## src/rtl/fpu_arbiter.sv

```systemverilog
// Shares one FPU among N_REQ requesters: round-robin accept, one registered issue stage,
// and an in-order tag FIFO that steers each FPU result back to the core that issued it.
module fpu_arbiter #(
  parameter int unsigned N_REQ   = 2,
  parameter int unsigned MAX_OUT = 4
) (
  input  logic                  clk,
  input  logic                  rst,
  input  logic [4*N_REQ-1:0]    req_ope,
  input  logic [32*N_REQ-1:0]   req_in1,
  input  logic [32*N_REQ-1:0]   req_in2,
  input  logic [N_REQ-1:0]      req_vld,
  output logic [N_REQ-1:0]      req_rdy,
  output logic [31:0]           rsp_data,
  output logic [N_REQ-1:0]      rsp_vld,
  input  logic [N_REQ-1:0]      rsp_rdy,
  output logic [3:0]            f_ope_data,
  output logic [31:0]           f_in1_data,
  output logic [31:0]           f_in2_data,
  output logic                  f_in_vld,
  input  logic                  f_in_rdy,
  input  logic [31:0]           f_out_data,
  input  logic                  f_out_vld,
  output logic                  f_out_rdy,
  output logic                  busy,
  output logic                  protocol_err
);

  localparam int unsigned PW = $clog2(MAX_OUT);
  localparam int unsigned MaxOutInt = MAX_OUT;
  localparam logic [PW:0] MaxCnt = MaxOutInt[PW:0];

  typedef logic [1:0] id_t;

  logic [3:0]    ope_q;
  logic [31:0]   in1_q, in2_q;
  logic          vld_q;
  id_t           ptr_q;
  id_t           tags_q [MAX_OUT];
  logic [PW-1:0] wr_q, rd_q;
  logic [PW:0]   cnt_q;
  logic          err_q;

  logic          empty, can_acc, found, accept, issue, pop, head_rdy;
  id_t           winner, head;
  logic [3:0]    sel_ope;
  logic [31:0]   sel_in1, sel_in2;

  assign empty   = (cnt_q == '0);
  assign head    = tags_q[rd_q];
  assign can_acc = (!vld_q || f_in_rdy) && (cnt_q < MaxCnt);
  assign accept  = found && can_acc;
  assign issue   = vld_q && f_in_rdy;

  // Round-robin scan: indices above the last winner first, then wrap to 0..ptr.
  always_comb begin
    found  = 1'b0;
    winner = '0;
    for (int i = 0; i < N_REQ; i++) begin
      if (!found && req_vld[i] && (i > int'(ptr_q))) begin
        found  = 1'b1;
        winner = id_t'(i);
      end
    end
    for (int i = 0; i < N_REQ; i++) begin
      if (!found && req_vld[i] && (i <= int'(ptr_q))) begin
        found  = 1'b1;
        winner = id_t'(i);
      end
    end
  end

  always_comb begin
    req_rdy = '0;
    sel_ope = '0;
    sel_in1 = '0;
    sel_in2 = '0;
    for (int i = 0; i < N_REQ; i++) begin
      if (winner == id_t'(i)) begin
        req_rdy[i] = found && can_acc;
        sel_ope    = req_ope[4*i +: 4];
        sel_in1    = req_in1[32*i +: 32];
        sel_in2    = req_in2[32*i +: 32];
      end
    end
  end

  always_comb begin
    rsp_vld  = '0;
    head_rdy = 1'b0;
    for (int i = 0; i < N_REQ; i++) begin
      if (head == id_t'(i)) begin
        head_rdy   = rsp_rdy[i];
        rsp_vld[i] = f_out_vld && !empty;
      end
    end
  end

  assign f_out_rdy = !empty && head_rdy;
  assign pop       = f_out_vld && f_out_rdy;

  always_ff @(posedge clk) begin
    if (rst) begin
      ope_q <= '0;
      in1_q <= '0;
      in2_q <= '0;
      vld_q <= 1'b0;
      ptr_q <= id_t'(N_REQ - 1);
      wr_q  <= '0;
      rd_q  <= '0;
      cnt_q <= '0;
      err_q <= 1'b0;
    end else begin
      if (accept) begin
        ope_q <= sel_ope;
        in1_q <= sel_in1;
        in2_q <= sel_in2;
        vld_q <= 1'b1;
        ptr_q <= winner;
        wr_q  <= wr_q + 1'b1;
      end else if (issue) begin
        vld_q <= 1'b0;
      end
      if (pop) begin
        rd_q <= rd_q + 1'b1;
      end
      if (accept && !pop) begin
        cnt_q <= cnt_q + 1'b1;
      end else if (!accept && pop) begin
        cnt_q <= cnt_q - 1'b1;
      end
      if (f_out_vld && empty) begin
        err_q <= 1'b1;
      end
    end
  end

  // Tag storage needs no reset: the pointers and count define which entries are live.
  always_ff @(posedge clk) begin
    if (!rst && accept) begin
      tags_q[wr_q] <= winner;
    end
  end

  assign f_ope_data   = ope_q;
  assign f_in1_data   = in1_q;
  assign f_in2_data   = in2_q;
  assign f_in_vld     = vld_q;
  assign rsp_data     = f_out_data;
  assign busy         = !empty;
  assign protocol_err = err_q;

endmodule

```

## config.mk

```make
export PLATFORM = sky130hd
export DESIGN_NAME = fpu_arbiter
export DESIGN_NICKNAME = d
export VERILOG_FILES = /design/src/rtl/fpu_arbiter.sv
export SDC_FILE = /design/constraint.sdc
export NUM_CORES = 1
export LEC_CHECK = 0
export CAP_MARGIN = 10
export CORE_MARGIN = 4
export CORE_UTILIZATION = 33
export CTS_CLUSTER_SIZE = 8
export DETAILED_ROUTE_END_ITERATION = 10
export PLACE_DENSITY = 0.81
export SYNTH_ARGS = -nofsm -noshare
export SYNTH_HDL_FRONTEND = slang
export SYNTH_SLANG_ARGS = --single-unit
```

## constraint.sdc

```tcl
create_clock -name clk -period 3.41 [get_ports clk]
set_input_delay 0.682 -clock clk [delete_from_list [all_inputs] [get_ports clk]]
set_output_delay 0.682 -clock clk [all_outputs]
set_load 0.02 [all_outputs]
```

==> results of run 1 <==
-- routing by layer --
layer	up-vias	GRT usage (%)	part of all wire, %
met4	0	8.191	2.5
li1	1617	-	-
met1	1692	19.78	39
met2	185	29.84	50
met5	-	0	0
met3	33	6.277	9.3
-- worst max-delay path: stages --
cell and delay (ns):
sky130_fd_sc_hd__clkdlybuf4s50_1 0.49, sky130_fd_sc_hd__a21boi_1 0.23, sky130_fd_sc_hd__nor3b_4 0.29, sky130_fd_sc_hd__clkdlybuf4s50_1 0.65
-- per-stage QoR --
| stage | instances | util (%) | total power, mW |
|---|---|---|---|
| 6_report | 654 | 54.90 | 3.444 |
| 5_1_grt | 654 | 54.90 | 3.642 |
| 4_1_cts | 654 | 54.90 | 3.487 |
| 3_5_place_dp | 638 | 53.14 | 2.787 |
| 3_3_place_gp | 638 | 53.14 | 2.745 |
| 2_1_floorplan | 342 | - | 2.207 |
-- logic make-up after synthesis --
logic type,Yosys count
multiplexers,4
adder cells (fa/ha/maj),6
flip-flops,84
buffers and inverters,71
AND/OR/NAND/NOR,95
AO/OA/AOI/OAI,78
XOR/XNOR,4
-- how the worst max path moves through the flow --
stage / start / end / cells after the start
floorplan: f_in_rdy / cnt_q[2]$_SDFFE_PP0P_ / 10
global placement: f_in_rdy / cnt_q[2]$_SDFFE_PP0P_ / 10
detailed placement: f_in_rdy / cnt_q[2]$_SDFFE_PP0P_ / 10
CTS: req_vld[1] / req_rdy[1] / 4
global route: req_vld[1] / req_rdy[1] / 4
finish: req_vld[1] / req_rdy[1] / 4
-- area by class of cell --
class                   instances  share of cell area (%)
inverters                       7                  0.4615
clock inverters                 5                  0.9011
repair buffers                224                   39.30
flip-flops and latches         84                   30.24
clock buffers                  11                   2.308
well taps                     136                   2.989
multi-input cells             187                   23.80
-- state kept, by name, indices dropped and copies added (netlist names), named ones only --
signal,count
f_in2_data,32
protocol_err,1
wr_q,2
f_in_vld,1
rd_q,2
tags_q,4
cnt_q,3
ptr_q,1
f_in1_data,32
f_ope_data,4
-- power by group through the flow --
stage | Clock (mW) | Combinational (mW) | Sequential [mW]
after floorplan | 0 | 0.706 | 1.50
after global placement | 0 | 1.42 | 1.32
after detailed placement | 0 | 1.45 | 1.33
after CTS | 0.711 | 1.46 | 1.32
after global routing | 0.745 | 1.55 | 1.34
final | 0.680 | 1.45 | 1.32
-- cells in the final DEF, fill, tap and decap left out, types with 2 or more instances in the layout --
| cell | instances |
|---|---|
| sky130_fd_sc_hd__buf_4 | 4 |
| sky130_fd_sc_hd__nor2_1 | 79 |
| sky130_fd_sc_hd__a21oi_1 | 4 |
| sky130_fd_sc_hd__nand2_1 | 3 |
| sky130_fd_sc_hd__clkbuf_8 | 9 |
| sky130_fd_sc_hd__inv_1 | 7 |
| sky130_fd_sc_hd__mux2i_1 | 2 |
| sky130_fd_sc_hd__xor2_1 | 2 |
| sky130_fd_sc_hd__a222oi_1 | 68 |
| sky130_fd_sc_hd__dfxtp_1 | 80 |
| sky130_fd_sc_hd__nor3b_1 | 4 |
| sky130_fd_sc_hd__clkdlybuf4s50_1 | 218 |
| sky130_fd_sc_hd__clkinv_2 | 3 |
| sky130_fd_sc_hd__edfxtp_1 | 4 |
| sky130_fd_sc_hd__xnor2_1 | 2 |
| sky130_fd_sc_hd__ha_1 | 5 |
| sky130_fd_sc_hd__clkbuf_1 | 2 |
| sky130_fd_sc_hd__o311ai_0 | 2 |
==> flow_summary.rst, run 1 <==
.. list-table::
   :header-rows: 1

   * - Metric
     - Value
   * - Worst slack, placed
     - 0.3390 ns
   * - Cell Area, Placed
     - 5510 µm²
   * - TritonCTS clock tree
     - built
   * - Setup repair after global routing missed its margin
     - false
   * - Post-synthesis sequential element count
     - 84
   * - Final-layout worst hold slack
     - 0.4786 ns
   * - Tot GR Track Use
     - 17.64%
   * - Fraction of the mapped netlist area in adder cells
     - 2.346%
   * - CP arrival
     - 2.35 ns
   * - Multiplexer fraction of the synthesized cell area
     - 1.600%
   * - Effective utilization at floorplan
     - 33.94%
   * - Flop-to-flop setup slack
     - 0.90 ns
   * - Worst Hold Path Cells
     - 2
   * - Worst vdd rail ir drop
     - 0.2661 mV
   * - Most frequently used flop master after synthesis
     - sky130_fd_sc_hd__dfxtp_1
   * - Static leakage
     - 2.139 nW
   * - Area grow syn2layout
     - 61.75%
   * - Total routed wirelength
     - 11750 µm
   * - Number of global-route vias before repair
     - 3606
   * - Die area
     - 12380 µm²
   * - # Max-Cap Violations
     - 0
   * - Kind of end point of the critical path
     - output pin
   * - Least-Margin Pin Slew
     - 0.8595 ns
   * - Number of remaining DRC errors
     - 0
   * - Gate power share
     - 42.1%
   * - Filler Cell Count
     - 924
   * - Clock latency on the worst-skew pair
     - 0.35 ns
   * - Resized cells post-CTS
     - 0
   * - Pin count of the biggest net entering global routing
     - 75
   * - Max-Slew Margin vs Limit
     - 42.70%
   * - Fraction of the mapped netlist area in compound gates
     - 21.22%
   * - Cells taking the most area after synthesis
     - sky130_fd_sc_hd__dfxtp_1 46%, sky130_fd_sc_hd__a222oi_1 19%, sky130_fd_sc_hd__nor2_1 8.4%, sky130_fd_sc_hd__buf_4 6.8%, sky130_fd_sc_hd__edfxtp_1 3.4%
   * - Dominant cell by count in the synthesized netlist
     - sky130_fd_sc_hd__dfxtp_1
   * - Vias
     - 3527
   * - Synth Area in XOR/XNOR
     - 0.9954%
   * - Min-Delay Startpoint
     - protocol_err$_SDFFE_PP0P_
   * - Number of nets in the finished design
     - 695
   * - Number of setup buffers added after CTS
     - 0
   * - Ant. Diodes
     - 0
   * - Post-synth top area share
     - 45.50%
   * - Synth warnings
     - 0
   * - Critical R2R Capture
     - cnt_q[2]$_SDFFE_PP0P_
   * - Share of synthesized area occupied by flip-flops and latches
     - 48.92%
   * - Total count of hold-check failures in the final report
     - 0
   * - Clock Power Share
     - 19.7%
   * - Net count of the mapped netlist
     - 524
   * - Worst hold path type
     - flop to flop
   * - Sequential cell area
     - 1722 µm²
   * - Worst Setup Start Kind
     - primary input
   * - Cts-stage hold buffer count
     - 0
   * - Detail Placement HPWL
     - 8393 µm
   * - Cell types with the highest counts after synthesis
     - 80 x sky130_fd_sc_hd__dfxtp_1, 79 x sky130_fd_sc_hd__nor2_1, 68 x sky130_fd_sc_hd__a222oi_1
   * - CP Data Required Time
     - 2.73 ns
   * - Crit path max fanout
     - 3
   * - Leading area contributor after synthesis
     - sky130_fd_sc_hd__dfxtp_1
   * - First drt pass iteration count
     - 7
   * - Port buffer count
     - 219
   * - Maximum level of the CTS H-tree
     - 3
   * - Critical setup path kind
     - primary input to output pin
   * - Initial DRC count
     - 390
   * - Mean instance size in the synthesized netlist
     - 10.29 µm²
   * - Endpoints failing setup
     - 0
   * - Total power per unit cell area
     - 604.9 nW/µm²
   * - Slew Limit Fails
     - 0
   * - Count of standard-cell rows
     - 37
   * - Final weighted congestion in routability-driven placement
     - 0.7396
   * - Fraction of the mapped netlist area in simple logic gates
     - 12.16%
   * - Total standard cell area after synthesis
     - 3520 µm²
   * - FMAX
     - 329.4 MHz
   * - Ratio of routed vias to standard cells
     - 5.393
   * - Net load switching power
     - 1.205 mW
   * - Final WS setup
     - 0.3745 ns
   * - Final design instance area without fill
     - 5693 µm²
   * - Multi-input logic area
     - 1355 µm²
   * - Number of clock buffers inserted by TritonCTS
     - 9
   * - Die H
     - 111.3 µm
   * - Core area
     - 10370 µm²
   * - Cell count after synthesis
     - 342
   * - Internal power contribution
     - 2.238 mW
   * - Sequential fraction of design power
     - 38.2%
   * - Final antenna-violating net count
     - 0
   * - Final setup TNS
     - 0 ns
   * - Drt wl/cell
     - 17.97 µm
   * - Result of the run
     - complete, no violations
   * - Fraction of final layout cells with drive strength greater than 1
     - 5.019%
   * - Worst reg2reg path startpoint
     - tags_q[0][0]$_DFFE_PP_
   * - Shortest period the worst path allows
     - 3.035 ns
   * - Initial antenna violation count
     - 0
   * - Switching fraction of total power
     - 35.00%
   * - Proportion of synthesized flip-flops having asynchronous set or reset
     - 0%
   * - Die span in x
     - 111.3 µm
   * - Count of flip-flops with a built-in enable after synthesis
     - 4
   * - Root buf cell
     - sky130_fd_sc_hd__clkbuf_8
   * - Total overflow reported by the global router
     - 0
   * - First-pass GRT wire length
     - 17910 µm
   * - Logic depth of the worst register-to-register path
     - 9
   * - Maximum clock skew at final layout
     - 0.01116 ns
   * - Main combinational cell family by area after synthesis
     - compound AO/OA/AOI/OAI gates
   * - Number of placed I/O pins
     - 284
   * - Clock tree sinks
     - 84
   * - Endpoint of the worst hold path
     - protocol_err$_SDFFE_PP0P_
   * - Number of distinct library cells after synthesis
     - 33
   * - Max Root-Sink Buffers
     - 2
   * - CTS clock-pin slew for the worst setup and hold paths
     - 0.08 ns
   * - Part of the cycle the worst path needs
     - 89.02%
Note: power is estimated with default switching activity, not from simulation.
==> run 2: changes to the inputs <==
Settings changed: GPL_TIMING_DRIVEN set to 0.
==> run 2 against run 1 <==
Against the previous run:
- critical path depth grew 1
- clock skew down 0.0056 ns
- count of clock-buffer cells in the layout grew 1
- maximum frequency decreased by 9.2%
- hold slack worse by 0.012 ns
- setup slack lost 0.31 ns
- register-to-register slack improved by 0.03 ns
- combinational power increased by 14%
- die area stayed put
- cell count rose by 14%
- non-clock buffer count rose by 92
- design area grew 13%
==> flow_summary.rst, run 2 (synthesis results as in run 1) <==
.. list-table::
   :header-rows: 1

   * - Metric
     - Value
   * - Leading cell type in the layout, fill and taps excluded
     - sky130_fd_sc_hd__clkdlybuf4s50_1 (unchanged)
   * - Die H
     - 111.3 µm (unchanged)
   * - Logic depth of the worst register-to-register path
     - 9 (unchanged)
   * - Initial DRC count
     - 428 (was 390)
   * - Worst Hold Path Cells
     - 2 (unchanged)
   * - Shortest period the worst path allows
     - 3.344 ns (was 3.035 ns)
   * - Least-Margin Pin Slew
     - 0.6402 ns (was 0.8595 ns)
   * - Number of nets in the finished design
     - 787 (was 695)
   * - Area grow syn2layout
     - 82.44% (was 61.75%)
   * - Core area
     - 10370 µm² (unchanged)
   * - Result of the run
     - complete, no violations (unchanged)
   * - Vias
     - 3926 (was 3527)
   * - Endpoints failing setup
     - 0 (unchanged)
   * - Final antenna-violating net count
     - 0 (unchanged)
   * - CP startpoint
     - req_vld[1] (unchanged)
   * - CTS clock-pin slew for the worst setup and hold paths
     - 0.08 ns (about the same)
   * - Total routed wirelength
     - 13690 µm (was 11750 µm)
   * - Setup repair after global routing missed its margin
     - false (unchanged)
   * - Drt wl/cell
     - 18.35 µm (was 17.97 µm)
   * - Filler Cell Count
     - 872 (was 924)
   * - Part of the cycle the worst path needs
     - 98.06% (was 89.02%)
   * - Final weighted congestion in routability-driven placement
     - 0.7983 (was 0.7396)
   * - Clock latency on the worst-skew pair
     - 0.36 ns (was 0.35 ns)
   * - Number of placed I/O pins
     - 284 (unchanged)
   * - Ant. Diodes
     - 0 (unchanged)
   * - Worst Setup Start Kind
     - primary input (unchanged)
   * - Total count of hold-check failures in the final report
     - 0 (unchanged)
   * - Slew Limit Fails
     - 0 (unchanged)
   * - Die area
     - 12380 µm² (unchanged)
   * - Placed Cells incl. Taps
     - 728 (was 638)
   * - Non-filler cells, final
     - 746 (was 654)
   * - Die span in x
     - 111.3 µm (unchanged)
   * - TritonCTS clock tree
     - built (unchanged)
   * - Fraction of final layout cells with drive strength greater than 1
     - 11.80% (was 5.019%)
   * - Maximum clock skew at final layout
     - 0.005534 ns (was 0.01116 ns)
   * - Sum of internal, switching and leakage power
     - 3.690 mW (was 3.444 mW)
   * - Max-Slew Margin vs Limit
     - 57.32% (was 42.70%)
   * - Port buffer count
     - 250 (was 219)
   * - Number of remaining DRC errors
     - 0 (unchanged)
   * - Clock tree sinks
     - 84 (unchanged)
   * - Max Root-Sink Buffers
     - 2 (unchanged)
   * - CP arrival
     - 2.66 ns (was 2.35 ns)
   * - First-pass GRT wire length
     - 20510 µm (was 17910 µm)
   * - First drt pass iteration count
     - 8 (was 7)
   * - Kind of end point of the critical path
     - output pin (unchanged)
   * - Total overflow reported by the global router
     - 0 (unchanged)
   * - CP Data Required Time
     - 2.73 ns (about the same)
   * - Critical setup path kind
     - primary input to output pin (unchanged)
   * - Pin count of the biggest net entering global routing
     - 14 (was 75)
   * - FMAX
     - 299.0 MHz (was 329.4 MHz)
   * - Tot GR Track Use
     - 20.74% (was 17.64%)
   * - Maximum level of the CTS H-tree
     - 3 (unchanged)
   * - Total power per unit cell area
     - 574.7 nW/µm² (was 604.9 nW/µm²)
   * - Ratio of routed vias to standard cells
     - 5.263 (was 5.393)
   * - Static leakage
     - 2.504 nW (was 2.139 nW)
   * - Worst reg2reg path startpoint
     - tags_q[3][0]$_DFFE_PP_ (was tags_q[0][0]$_DFFE_PP_)
   * - Worst vdd rail ir drop
     - 0.2799 mV (was 0.2661 mV)
   * - Crit path max fanout
     - 10 (was 3)
   * - Number of global-route vias before repair
     - 4046 (was 3606)
   * - Count of standard-cell rows
     - 37 (unchanged)
   * - Root buf cell
     - sky130_fd_sc_hd__clkbuf_8 (unchanged)
   * - Worst hold path type
     - flop to flop (unchanged)
   * - Effective utilization at floorplan
     - 33.94% (unchanged)
   * - Number of clock buffers inserted by TritonCTS
     - 9 (unchanged)
   * - Min-Delay Startpoint
     - protocol_err$_SDFFE_PP0P_ (unchanged)
   * - Leading cell types in the layout, fill and taps excluded
     - 250 x sky130_fd_sc_hd__clkdlybuf4s50_1, 80 x sky130_fd_sc_hd__dfxtp_1, 79 x sky130_fd_sc_hd__nor2_1 (was 218 x sky130_fd_sc_hd__clkdlybuf4s50_1, 80 x sky130_fd_sc_hd__dfxtp_1, 79 x sky130_fd_sc_hd__nor2_1)
   * - Detail Placement HPWL
     - 10790 µm (was 8393 µm)
   * - # Max-Cap Violations
     - 0 (unchanged)
   * - Initial antenna violation count
     - 0 (unchanged)
==> run 2: cell types whose count changed in the layout (fill, tap and decap cells not counted) <==
cell / change
sky130_fd_sc_hd__a21boi_1: -1
sky130_fd_sc_hd__clkinvlp_4: +1
sky130_fd_sc_hd__buf_6: +7
sky130_fd_sc_hd__clkdlybuf4s50_1: +32
sky130_fd_sc_hd__buf_4: +30
sky130_fd_sc_hd__a21boi_2: +1
sky130_fd_sc_hd__clkbuf_1: +15
sky130_fd_sc_hd__clkbuf_8: +2
sky130_fd_sc_hd__buf_2: +7
sky130_fd_sc_hd__buf_12: -1
sky130_fd_sc_hd__clkbuf_2: +1
sky130_fd_sc_hd__clkinv_2: -1
sky130_fd_sc_hd__inv_4: -1
==> run 2: per-stage QoR <==
stage                     worst slack, ns  cell area [µm²]  utilization, %  hold WS (ns)  TNS [ns]
final                             0.06605             6421           61.92        0.4669         0
after global routing             0.007409             6421           61.92        0.5349         0
after CTS                        0.005289             6417           61.88        0.4741         0
after detailed placement          -0.3277             6192           59.71        0.4534   -0.5458
after global placement            -0.2803             6192           59.71        0.4606   -0.4737
after floorplan                    0.8361             3520               -        0.4599         0
==> run 2: timing repair <==
action | 4_1_cts | 5_1_grt
hold buffers | 0 | 0
gates resized for setup | 2 | 1
setup buffers | 2 | 0
setup endpoints to repair | 2 | 1
pin swaps | 1 | 0
==> run 2: power by group <==
group,total [mW],internal [mW],switching (mW)
Sequential,1.31,1.19,0.122
Clock,0.727,0.376,0.351
Combinational,1.66,0.832,0.823
Total,3.69,2.39,1.30
==> run 2: path summary, 6_finish.rpt <==
kind	slack [ns]	to
worst min register to register	0.47	protocol_err$_SDFFE_PP0P_
worst max-delay path	0.07	req_rdy[1]
worst min-delay path	0.47	protocol_err$_SDFFE_PP0P_
worst max register to register	0.93	cnt_q[2]$_SDFFE_PP0P_
==> run 2: critical path: stages <==
cell,delay (ns)
sky130_fd_sc_hd__clkdlybuf4s50_1,0.49
sky130_fd_sc_hd__a21boi_2,0.26
sky130_fd_sc_hd__nor3b_4,0.29
sky130_fd_sc_hd__buf_2,0.28
sky130_fd_sc_hd__clkdlybuf4s50_1,0.65
==> run 2: area by class of cell <==
type	instances	area [µm²]	share of cell area [%]
repair buffers	252	2517	39.20
multi-input cells	187	1359	21.16
inverters	7	26.28	0.4092
plain buffers	64	424.2	6.606
clock inverters	4	47.55	0.7405
clock buffers	12	155.1	2.416
well taps	136	170.2	2.650
flip-flops and latches	84	1722	26.81
==> run 2: routing by layer <==
metal | routed length, µm | track usage, %
met4 | 348 | 8.678
met1 | 5078 | 21.80
met2 | 6908 | 37.35
met3 | 1357 | 7.314
met5 | 0 | 0
==> run 3: changes to the inputs <==
--- a/constraint.sdc
+++ b/constraint.sdc
@@ -3,2 +3,2 @@
 set_output_delay 0.682 -clock clk [all_outputs]
-set_load 0.02 [all_outputs]
+set_load 0.01 [all_outputs]
==> results of run 3 <==
The final DEF is identical to that of run 2. Status: complete, no violations.
Main changes from that run: setup slack after placement -0.3277 ns -> -0.2599 ns; setup slack after layout 0.06605 ns -> 0.1339 ns; total power 3.690 mW -> 3.538 mW; worst IR drop on VDD 0.2799 mV -> 0.2729 mV
